$ cat src/rtl/clk_div_multi_if.sv
// Bundle between a controller and clk_div_multi: run enables and the
// configuration write port go in; divided clocks, period ticks and write errors come out.
interface clk_div_multi_if #(
   parameter int NUM_CH = 4,
   parameter int DIV_W  = 16
);
   logic [NUM_CH-1:0] ch_en;
   logic              cfg_we;
   logic [3:0]        cfg_ch;
   logic [DIV_W-1:0]  cfg_div;
   logic [DIV_W-1:0]  cfg_lo;
   logic [NUM_CH-1:0] clk_out;
   logic [NUM_CH-1:0] tick;
   logic              cfg_err;

   modport master (
      output ch_en, cfg_we, cfg_ch, cfg_div, cfg_lo,
      input  clk_out, tick, cfg_err
   );

   modport slave (
      input  ch_en, cfg_we, cfg_ch, cfg_div, cfg_lo,
      output clk_out, tick, cfg_err
   );
endinterface

$ cat src/rtl/clk_div_multi.sv
// Multi-channel programmable clock divider; each channel has its own period/low length,
// and new settings are held pending until the running period wraps so no period is cut short.
module clk_div_multi #(
   parameter int NUM_CH  = 4,
   parameter int DIV_W   = 16,
   parameter int DEF_DIV = 50000,
   parameter int DEF_LO  = 25000
) (
   input  logic           sys_clk,
   input  logic           rst,
   clk_div_multi_if.slave bus
);
   localparam logic [DIV_W-1:0] DEF_DIV_V = DIV_W'(DEF_DIV);
   localparam logic [DIV_W-1:0] DEF_LO_V  = DIV_W'(DEF_LO);

   logic cfg_ok;
   logic cfg_err_reg;

   always_comb begin
      cfg_ok = (32'(bus.cfg_ch) < NUM_CH)
            && (bus.cfg_div >= DIV_W'(2))
            && (bus.cfg_lo != '0)
            && (bus.cfg_lo < bus.cfg_div);
   end

   always_ff @(posedge sys_clk) begin
      if (!rst) begin
         cfg_err_reg <= 1'b0;
      end else begin
         cfg_err_reg <= bus.cfg_we && !cfg_ok;
      end
   end

   assign bus.cfg_err = cfg_err_reg;

   for (genvar gi = 0; gi < NUM_CH; gi++) begin : g_ch
      logic [DIV_W-1:0] cnt_reg, cnt_next;
      logic [DIV_W-1:0] act_div_reg, act_div_next;
      logic [DIV_W-1:0] act_lo_reg, act_lo_next;
      logic [DIV_W-1:0] pend_div_reg, pend_div_next;
      logic [DIV_W-1:0] pend_lo_reg, pend_lo_next;
      logic             pend_v_reg, pend_v_next;
      logic             clk_out_reg;
      logic             tick_reg;
      logic             wr_hit;
      logic             wrap;

      assign wr_hit = bus.cfg_we && cfg_ok && (bus.cfg_ch == 4'(gi));
      // act_div is never below 2, so the subtraction cannot underflow
      assign wrap   = (cnt_reg >= (act_div_reg - DIV_W'(1)));

      always_comb begin
         cnt_next      = cnt_reg;
         act_div_next  = act_div_reg;
         act_lo_next   = act_lo_reg;
         pend_div_next = pend_div_reg;
         pend_lo_next  = pend_lo_reg;
         pend_v_next   = pend_v_reg;
         if (!bus.ch_en[gi]) begin
            cnt_next = '0;
            if (wr_hit) begin
               act_div_next = bus.cfg_div;
               act_lo_next  = bus.cfg_lo;
               pend_v_next  = 1'b0;
            end
         end else if (wrap) begin
            cnt_next = '0;
            // a write landing on the wrap edge beats an older pending value
            if (wr_hit) begin
               act_div_next = bus.cfg_div;
               act_lo_next  = bus.cfg_lo;
               pend_v_next  = 1'b0;
            end else if (pend_v_reg) begin
               act_div_next = pend_div_reg;
               act_lo_next  = pend_lo_reg;
               pend_v_next  = 1'b0;
            end
         end else begin
            cnt_next = cnt_reg + DIV_W'(1);
            if (wr_hit) begin
               pend_div_next = bus.cfg_div;
               pend_lo_next  = bus.cfg_lo;
               pend_v_next   = 1'b1;
            end
         end
      end

      always_ff @(posedge sys_clk) begin
         if (!rst) begin
            cnt_reg      <= '0;
            act_div_reg  <= DEF_DIV_V;
            act_lo_reg   <= DEF_LO_V;
            pend_div_reg <= DEF_DIV_V;
            pend_lo_reg  <= DEF_LO_V;
            pend_v_reg   <= 1'b0;
            clk_out_reg  <= 1'b0;
            tick_reg     <= 1'b0;
         end else begin
            cnt_reg      <= cnt_next;
            act_div_reg  <= act_div_next;
            act_lo_reg   <= act_lo_next;
            pend_div_reg <= pend_div_next;
            pend_lo_reg  <= pend_lo_next;
            pend_v_reg   <= pend_v_next;
            // outputs track the counter value that becomes current at this edge
            clk_out_reg  <= bus.ch_en[gi] && (cnt_next >= act_lo_next);
            tick_reg     <= bus.ch_en[gi] && (cnt_next == '0);
         end
      end

      assign bus.clk_out[gi] = clk_out_reg;
      assign bus.tick[gi]    = tick_reg;
   end
endmodule

$ cat src/flat_wrapper.sv
// flat-port wrapper written by rule: the top's interface ports become plain ports
module clk_div_multi_flat 
#(
   parameter int NUM_CH  = 4,
   parameter int DIV_W   = 16,
   parameter int DEF_DIV = 50000,
   parameter int DEF_LO  = 25000
)
  (sys_clk, rst, bus_ch_en, bus_cfg_we, bus_cfg_ch, bus_cfg_div, bus_cfg_lo, bus_clk_out, bus_tick, bus_cfg_err);
  clk_div_multi_if #(.NUM_CH(NUM_CH), .DIV_W(DIV_W)) bus_i ();
  input  logic sys_clk;
  input  logic rst;
  input wire logic [$bits(bus_i.ch_en)-1:0] bus_ch_en;
  input wire logic [$bits(bus_i.cfg_we)-1:0] bus_cfg_we;
  input wire logic [$bits(bus_i.cfg_ch)-1:0] bus_cfg_ch;
  input wire logic [$bits(bus_i.cfg_div)-1:0] bus_cfg_div;
  input wire logic [$bits(bus_i.cfg_lo)-1:0] bus_cfg_lo;
  output wire logic [$bits(bus_i.clk_out)-1:0] bus_clk_out;
  output wire logic [$bits(bus_i.tick)-1:0] bus_tick;
  output wire logic [$bits(bus_i.cfg_err)-1:0] bus_cfg_err;
  assign bus_i.ch_en = bus_ch_en;
  assign bus_i.cfg_we = bus_cfg_we;
  assign bus_i.cfg_ch = bus_cfg_ch;
  assign bus_i.cfg_div = bus_cfg_div;
  assign bus_i.cfg_lo = bus_cfg_lo;
  assign bus_clk_out = bus_i.clk_out;
  assign bus_tick = bus_i.tick;
  assign bus_cfg_err = bus_i.cfg_err;
  clk_div_multi #(.NUM_CH(NUM_CH), .DIV_W(DIV_W), .DEF_DIV(DEF_DIV), .DEF_LO(DEF_LO)) u_core (.sys_clk(sys_clk), .rst(rst), .bus(bus_i));
endmodule
$ cat config.mk
export PLATFORM = sky130hd
export DESIGN_NAME = clk_div_multi_flat
export DESIGN_NICKNAME = d
export VERILOG_FILES = /design/src/rtl/clk_div_multi_if.sv /design/src/rtl/clk_div_multi.sv /design/src/flat_wrapper.sv
export SDC_FILE = /design/constraint.sdc
export NUM_CORES = 1
export LEC_CHECK = 0
export CORE_UTILIZATION = 55
export DETAILED_ROUTE_END_ITERATION = 10
export PLACE_DENSITY = 0.72
export SETUP_SLACK_MARGIN = 0.05
export SLEW_MARGIN = 20
export SYNTH_ARGS = -nofsm -noshare
export SYNTH_HDL_FRONTEND = slang
export SYNTH_SLANG_ARGS = --single-unit
$ cat constraint.sdc
create_clock -name sys_clk -period 6.8 [get_ports sys_clk]
set_input_delay 1.36 -clock sys_clk [delete_from_list [all_inputs] [get_ports sys_clk]]
set_output_delay 1.36 -clock sys_clk [all_outputs]
set_load 0.01 [all_outputs]
# Word-level counts from Yosys, hierarchy flattened
# Cells that the tools add are included.
totals:
  register_bits: 333
  input_bits: 43
  out_inout_bits: 9
  wordCells: 175
classes:
  add_sub_neg: 8
  magnitude_cmp: 11
  n_eq_ne: 11
  mux: 64
  bitwise_logic: 4
  reduce_logical: 44
ops:
  columns: ["op", "count"]
  rows:
  - ["16-bit two-way mux", 48]
  - ["16-bit greater-or-equal comparator", 8]
  - ["16-bit by 1-bit adder with 16-bit output (second input constant)", 4]
  - ["16-bit zero test", 4]
  - ["16-bit by 1-bit subtractor with 16-bit output (second input constant)", 4]
  - ["3-bit AND reduction", 8]
  - ["1-bit logical AND", 17]
  - ["16-bit by 2-bit greater-or-equal comparator with 1-bit output (second input constant)", 1]
  - ["16-bit < comparator", 1]
  - ["1-bit two-way mux", 16]
  - ["16-bit nonzero test", 1]
  - ["2-bit nonzero test", 8]
  - ["3-bit by 1-bit != test with 1-bit output (second input constant)", 4]
  - ["4-bit by 2-bit equality test with 1-bit output (second input constant)", 2]
  - ["2-bit by 1-bit != test with 1-bit output (second input constant)", 4]
  - ["2-bit AND reduction", 4]
  - ["4-bit by 1-bit equality test with 1-bit output (second input constant)", 1]
  - ["4-bit zero test", 1]
  - ["4-bit by 3-bit < comparator with 1-bit output (second input constant)", 1]
  - ["1-bit inverter", 4]
  - ["1-bit zero test", 1]

# Longest topological paths before layout
logic_depth:
  depth_word: 11
  ltp_mapped: 25
  depth_no_buf: 24

# Worst setup path before layout
# Ideal clock, no wire load.
synth_timing:
  path_type: "input port to flip-flop"
  start: "input port bus_cfg_div[13]"
  end: "register u_core.g_ch[3].clk_out_reg"
  setup_ns: 0.120
  arrival_ns: 4.912
  required_ns: 6.680
  slack_ns: 1.768
  cell_stages: 20
  path_buffers: 3
  path_cell_list: "buf_2 -> inv_1 -> ha_1 -> nand4_1 -> nor4_1 -> a2111oi_4 -> and4_1 -> buf_2 -> a211o_1 -> buf_4 -> o22a_1 -> and2_1 -> ha_1 -> nand2b_1 -> a21o_1 -> a21o_1 -> a211oi_1 -> o21bai_1 -> a31oi_1 -> o31ai_1"
synth_between:
  elab_chain_cells: 11
  word_cells_on_any_way: 13
  cone_classes: "order compare: 3; mux: 4; reduce/logical: 6"
synth_lines:
  columns: ["item", "line_no", "source"]
  rows:
  - ["start: declaration", "flat_wrapper.sv:16", "input wire logic [$bits(bus_i.cfg_div)-1:0] bus_cfg_div;"]
  - ["16-bit by 2-bit greater-or-equal comparator with 1-bit output", "clk_div_multi.sv:21", "&& (bus.cfg_div >= DIV_W'(2))"]
  - ["1-bit logical AND", "clk_div_multi.sv:21", null]
  - ["1-bit logical AND", "clk_div_multi.sv:22", "&& (bus.cfg_lo != '0)"]
  - ["1-bit logical AND *", "clk_div_multi.sv:23", "&& (bus.cfg_lo < bus.cfg_div);"]
  - ["1-bit logical AND * (2 in a row)", "clk_div_multi.sv:48", "assign wr_hit = bus.cfg_we && cfg_ok && (bus.cfg_ch == 4'(gi));"]
  - ["16-bit two-way mux", "clk_div_multi.sv:69", "if (wr_hit) begin"]
  - ["16-bit two-way mux", "clk_div_multi.sv:66", "end else if (wrap) begin"]
  - ["16-bit two-way mux *", "clk_div_multi.sv:59", "if (!bus.ch_en[gi]) begin"]
  - ["named net u_core.g_ch[3].act_lo_next[0]", "clk_div_multi.sv:39", "logic [DIV_W-1:0] act_lo_reg, act_lo_next;"]
  - ["16-bit greater-or-equal comparator *", "clk_div_multi.sv:106", "clk_out_reg <= bus.ch_en[gi] && (cnt_next >= act_lo_next);"]
  - ["1-bit logical AND *", "clk_div_multi.sv:106", null]
  - ["end signal: assignment", "clk_div_multi.sv:106", null]
  - ["end: declaration", "clk_div_multi.sv:43", "logic clk_out_reg;"]
# Mark *: on every way through the listed nets, which the timed path passes. The rest lies on a longest branch.
# A chain may end at the register's enable or synchronous reset.

# Worst setup path in the final report
layout_timing:
  start: "register u_core.g_ch[0].act_div_reg[2]"
  end: "register u_core.g_ch[0].clk_out_reg"
layout_between:
  elab_chain_cells: 6
  word_cells_on_any_way: 8
  cone_classes: "add/sub: 1; order compare: 2; mux: 4; reduce/logical: 1"
layout_lines:
  columns: ["item", "line_no", "source"]
  rows:
  - ["start: declaration", "clk_div_multi.sv:38", "logic [DIV_W-1:0] act_div_reg, act_div_next;"]
  - ["start signal: assignment", "clk_div_multi.sv:100", "act_div_reg <= act_div_next;"]
  - ["16-bit by 1-bit subtractor with 16-bit output", "clk_div_multi.sv:50", "assign wrap = (cnt_reg >= (act_div_reg - DIV_W'(1)));"]
  - ["16-bit greater-or-equal comparator", "clk_div_multi.sv:50", null]
  - ["16-bit two-way mux", "clk_div_multi.sv:66", null]
  - ["16-bit two-way mux", "clk_div_multi.sv:59", null]
  - ["named net u_core.g_ch[0].act_lo_next[0]", "clk_div_multi.sv:39", null]
  - ["16-bit greater-or-equal comparator", "clk_div_multi.sv:106", null]
  - ["1-bit logical AND", "clk_div_multi.sv:106", null]
  - ["end signal: assignment", "clk_div_multi.sv:106", null]
  - ["end: declaration", "clk_div_multi.sv:43", null]
# The timed path passes the listed nets, and every way through them passes these cells.

==> run metrics <==
Antenna Violating Nets Remaining 0; CTS root buffer clkbuf_16; Clock Pin Slew Worst Setup and Hold Paths 0.06 ns; pin count of the biggest net entering global routing 78; Leak Pwr 8.35 nW; TritonCTS clock tree done; relative slew slack 28.7%; Final #Nets 2,456; # rows 67; die span in y 187 µm; die width 187 µm; Sink Count 333; async set or reset register ratio after synthesis 0%; worst skew pair latency 0.53 ns; ant diodes 0; area taken by flip-flops and latches 0.00667 mm²; critical path startpoint category register; post-CTS setup buffers 0; global route hottest layer met2; IO Pins 52; Synth Cell Area 0.0188 mm²; Yosys cell types 76; Pwr Density 218 mW/mm²; vias per cell 6.17; HP Class reg2reg; Post-Synth Adder-Cell Area 10.1%; DRT iter0 DRCs 1,338; largest family of logic cells by synthesized area simple AND/OR/NAND/NOR gates; drt wl/cell 20.1 µm; GR Util met1 42.8%; fin area 0.0209 mm²; Yosys top cell area share 35.6%; # hold bufs at CTS 0; GR Util All Layers 31.1%; global-route wire length before repair 87.0 mm; post-synthesis compound-gate area fraction 20.6%; final hold violations 0; CP required 7.21 ns; Top FF cell, synth dfxtp_1; worst clock skew 0.0194 ns; DR pass1 iterations 5; Num CTS Buffers 38; Core Area 0.0335 mm²; Initial Util 55.9%; GRT met3 Usage 3.95%; Post-Syn Area per Cell 8.26 µm²; max incr delay on CP 0.57 ns; final setup TNS 0 ns; worst-path fanout max 13; min Tclk post-route 5.79 ns; CP Cell Sequence nor4_1 -> nor4b_1 -> nand2_1 -> or2_2 -> nor4_1 -> xnor2_1 -> ha_1 -> and4_1 -> a221oi_1 -> o21a_1 -> or3_1 -> o22ai_1 -> a21oi_1 -> ha_1 -> nand2b_1 -> a21o_1 -> a21o_1 -> a211oi_1 -> o21bai_1 -> a31oi_1 -> o31ai_1; multi-input gate area in the final layout 0.0111 mm²; Synthesis Warnings 0; peak supply drop 162 µV; dpl ws 0.535 ns; Setup WS post-layout 1.01 ns; GR Util met2 49.9%; CTS max path bufs 3; # setup viols final 0; Final Max Tran Viols 0; unrepaired setup endpoints after global routing no; DR vias 16,900; cts repair resizes 0; dpl hpwl 38.8 mm; slowest CP cell o21a_1; post-synth top area cell dfxtp_1; WP data arrival 6.20 ns; initial antenna violation count 0; number of enable flip-flop cells after synthesis 0; drt total wl 55.0 mm; Synth Area in XOR/XNOR 5.37%; post-synthesis instance total 2,271; Layout area overhead 11.4%; Synth Net Count 2,465; status finished clean; DRC 0; H-tree levels 2; crit path capture type register; Final period util 85.2%; mux contribution to synthesized area 2.55%; worst slew pin tran 1.07 ns; DP Area 0.0195 mm²; Filler cells 2,975; vias in the first global route 15,900; Routability Congestion 0.918; Max Cap Viol 0; class of the most critical setup path reg2reg; post-synthesis sequential area ratio 35.6%; simple-gate share of the synthesized area 20.7%; share of layout cells above drive strength 1 7.42%; Max Clk Rate 173 MHz; Die ar. 0.0348 mm²; final global-route overflow total 0; I/O Buffers 51; synth top area cells dfxtp_1 (36%), ha_1 (10%), nand2_1 (6.5%); number of synthesized register bits 333
==> stage by stage <==
step	utilization [%]	instances	hold WS, ns	total power, W
global placement	58.2	2670	0.442	0.00234
global route	62.3	2740	0.473	0.00468
CTS	62.3	2740	0.454	0.00457
finish	62.3	2740	0.455	0.00455
floorplan	-	2271	0.436	0.00221
detailed placement	58.2	2670	0.446	0.00234
==> logic make-up (layout without fill, tap and decap cells) <==
| family | count (synthesis) | count (layout) |
|---|---|---|
| xor gates and xnor gates | 115 | 115 |
| muxes | 47 | 47 |
| buffers and inverters | 210 | 231 |
| and+or+nand+nor | 835 | 835 |
| DFF | 333 | 333 |
| AOI/OAI and AO/OA | 580 | 580 |
| adders and majority gates | 151 | 151 |
==> cells in the mapped netlist, types with 47 or more instances <==
cell type	n
buf_2	48
o21ai_0	94
xnor2_1	74
dfxtp_1	333
a21oi_1	187
ha_1	151
o211ai_1	50
nor2_1	220
clkbuf_1	79
nand3_1	47
nor3_1	59
nand2_1	324
==> layout make-up <==
cell class | count | area share, %
clock inverter | 12 | 0.910
timing repair buffer | 110 | 4.55
clock buffer | 58 | 5.70
sequential | 333 | 31.9
inverter | 51 | 0.928
tap | 448 | 2.68
multi-input combinational | 1728 | 53.3
==> metal layers <==
metal / wire length (µm) / up-vias
met5: 0 / -
met4: 1800 / 0
met3: 3390 / 107
met2: 24900 / 569
met1: 24900 / 8070
li1: - / 8156
==> cell usage in the layout, fill, tap and decap left out, drive strengths merged, types with 32 or more instances in the layout <==
cell / synthesis / layout
o211ai: 51 / 51
a31oi: 39 / 39
dfxtp: 333 / 333
a21oi: 188 / 188
buf: 80 / 60
mux2i: 41 / 41
inv: 43 / 44
clkdlybuf4s50: 0 / 50
clkbuf: 79 / 58
nand2: 326 / 326
nor3: 59 / 59
xnor2: 74 / 74
nor2: 221 / 221
ha: 151 / 151
nor4: 42 / 42
nand3: 50 / 50
a21o: 40 / 40
xor2: 41 / 41
o21ai: 97 / 97
nand4: 32 / 32
==> path summary, 6_finish.rpt <==
check                           slack [ns]                              to                            from  cells after the start
worst max register to register        1.01      u_core.g_ch[0].clk_out_reg   u_core.g_ch[0].act_div_reg[2]                     21
worst max-delay path                  1.01      u_core.g_ch[0].clk_out_reg   u_core.g_ch[0].act_div_reg[2]                     21
worst min register to register        0.46  u_core.g_ch[2].pend_div_reg[3]  u_core.g_ch[2].pend_div_reg[3]                      2
worst min-delay path                  0.46  u_core.g_ch[2].pend_div_reg[3]  u_core.g_ch[2].pend_div_reg[3]                      2
==> critical path: cells and delay by family (launching register included) <==
kind	cells	cell delay, ns
compound gates	10	2.27
xor+xnor	1	0.20
simple gates	8	2.31
fa+ha+maj	2	0.52
flops	1	0.35
==> power by group <==
group / switching, W / internal (W) / leakage [nW] / total [W]
sequential: 0.0000117 / 0.00197 / 2.69 / 0.00198
clock: 0.000841 / 0.00140 / 0.676 / 0.00224
combinational: 0.000223 / 0.000110 / 4.98 / 0.000333
No activity file was read; power rests on OpenSTA's default activity.
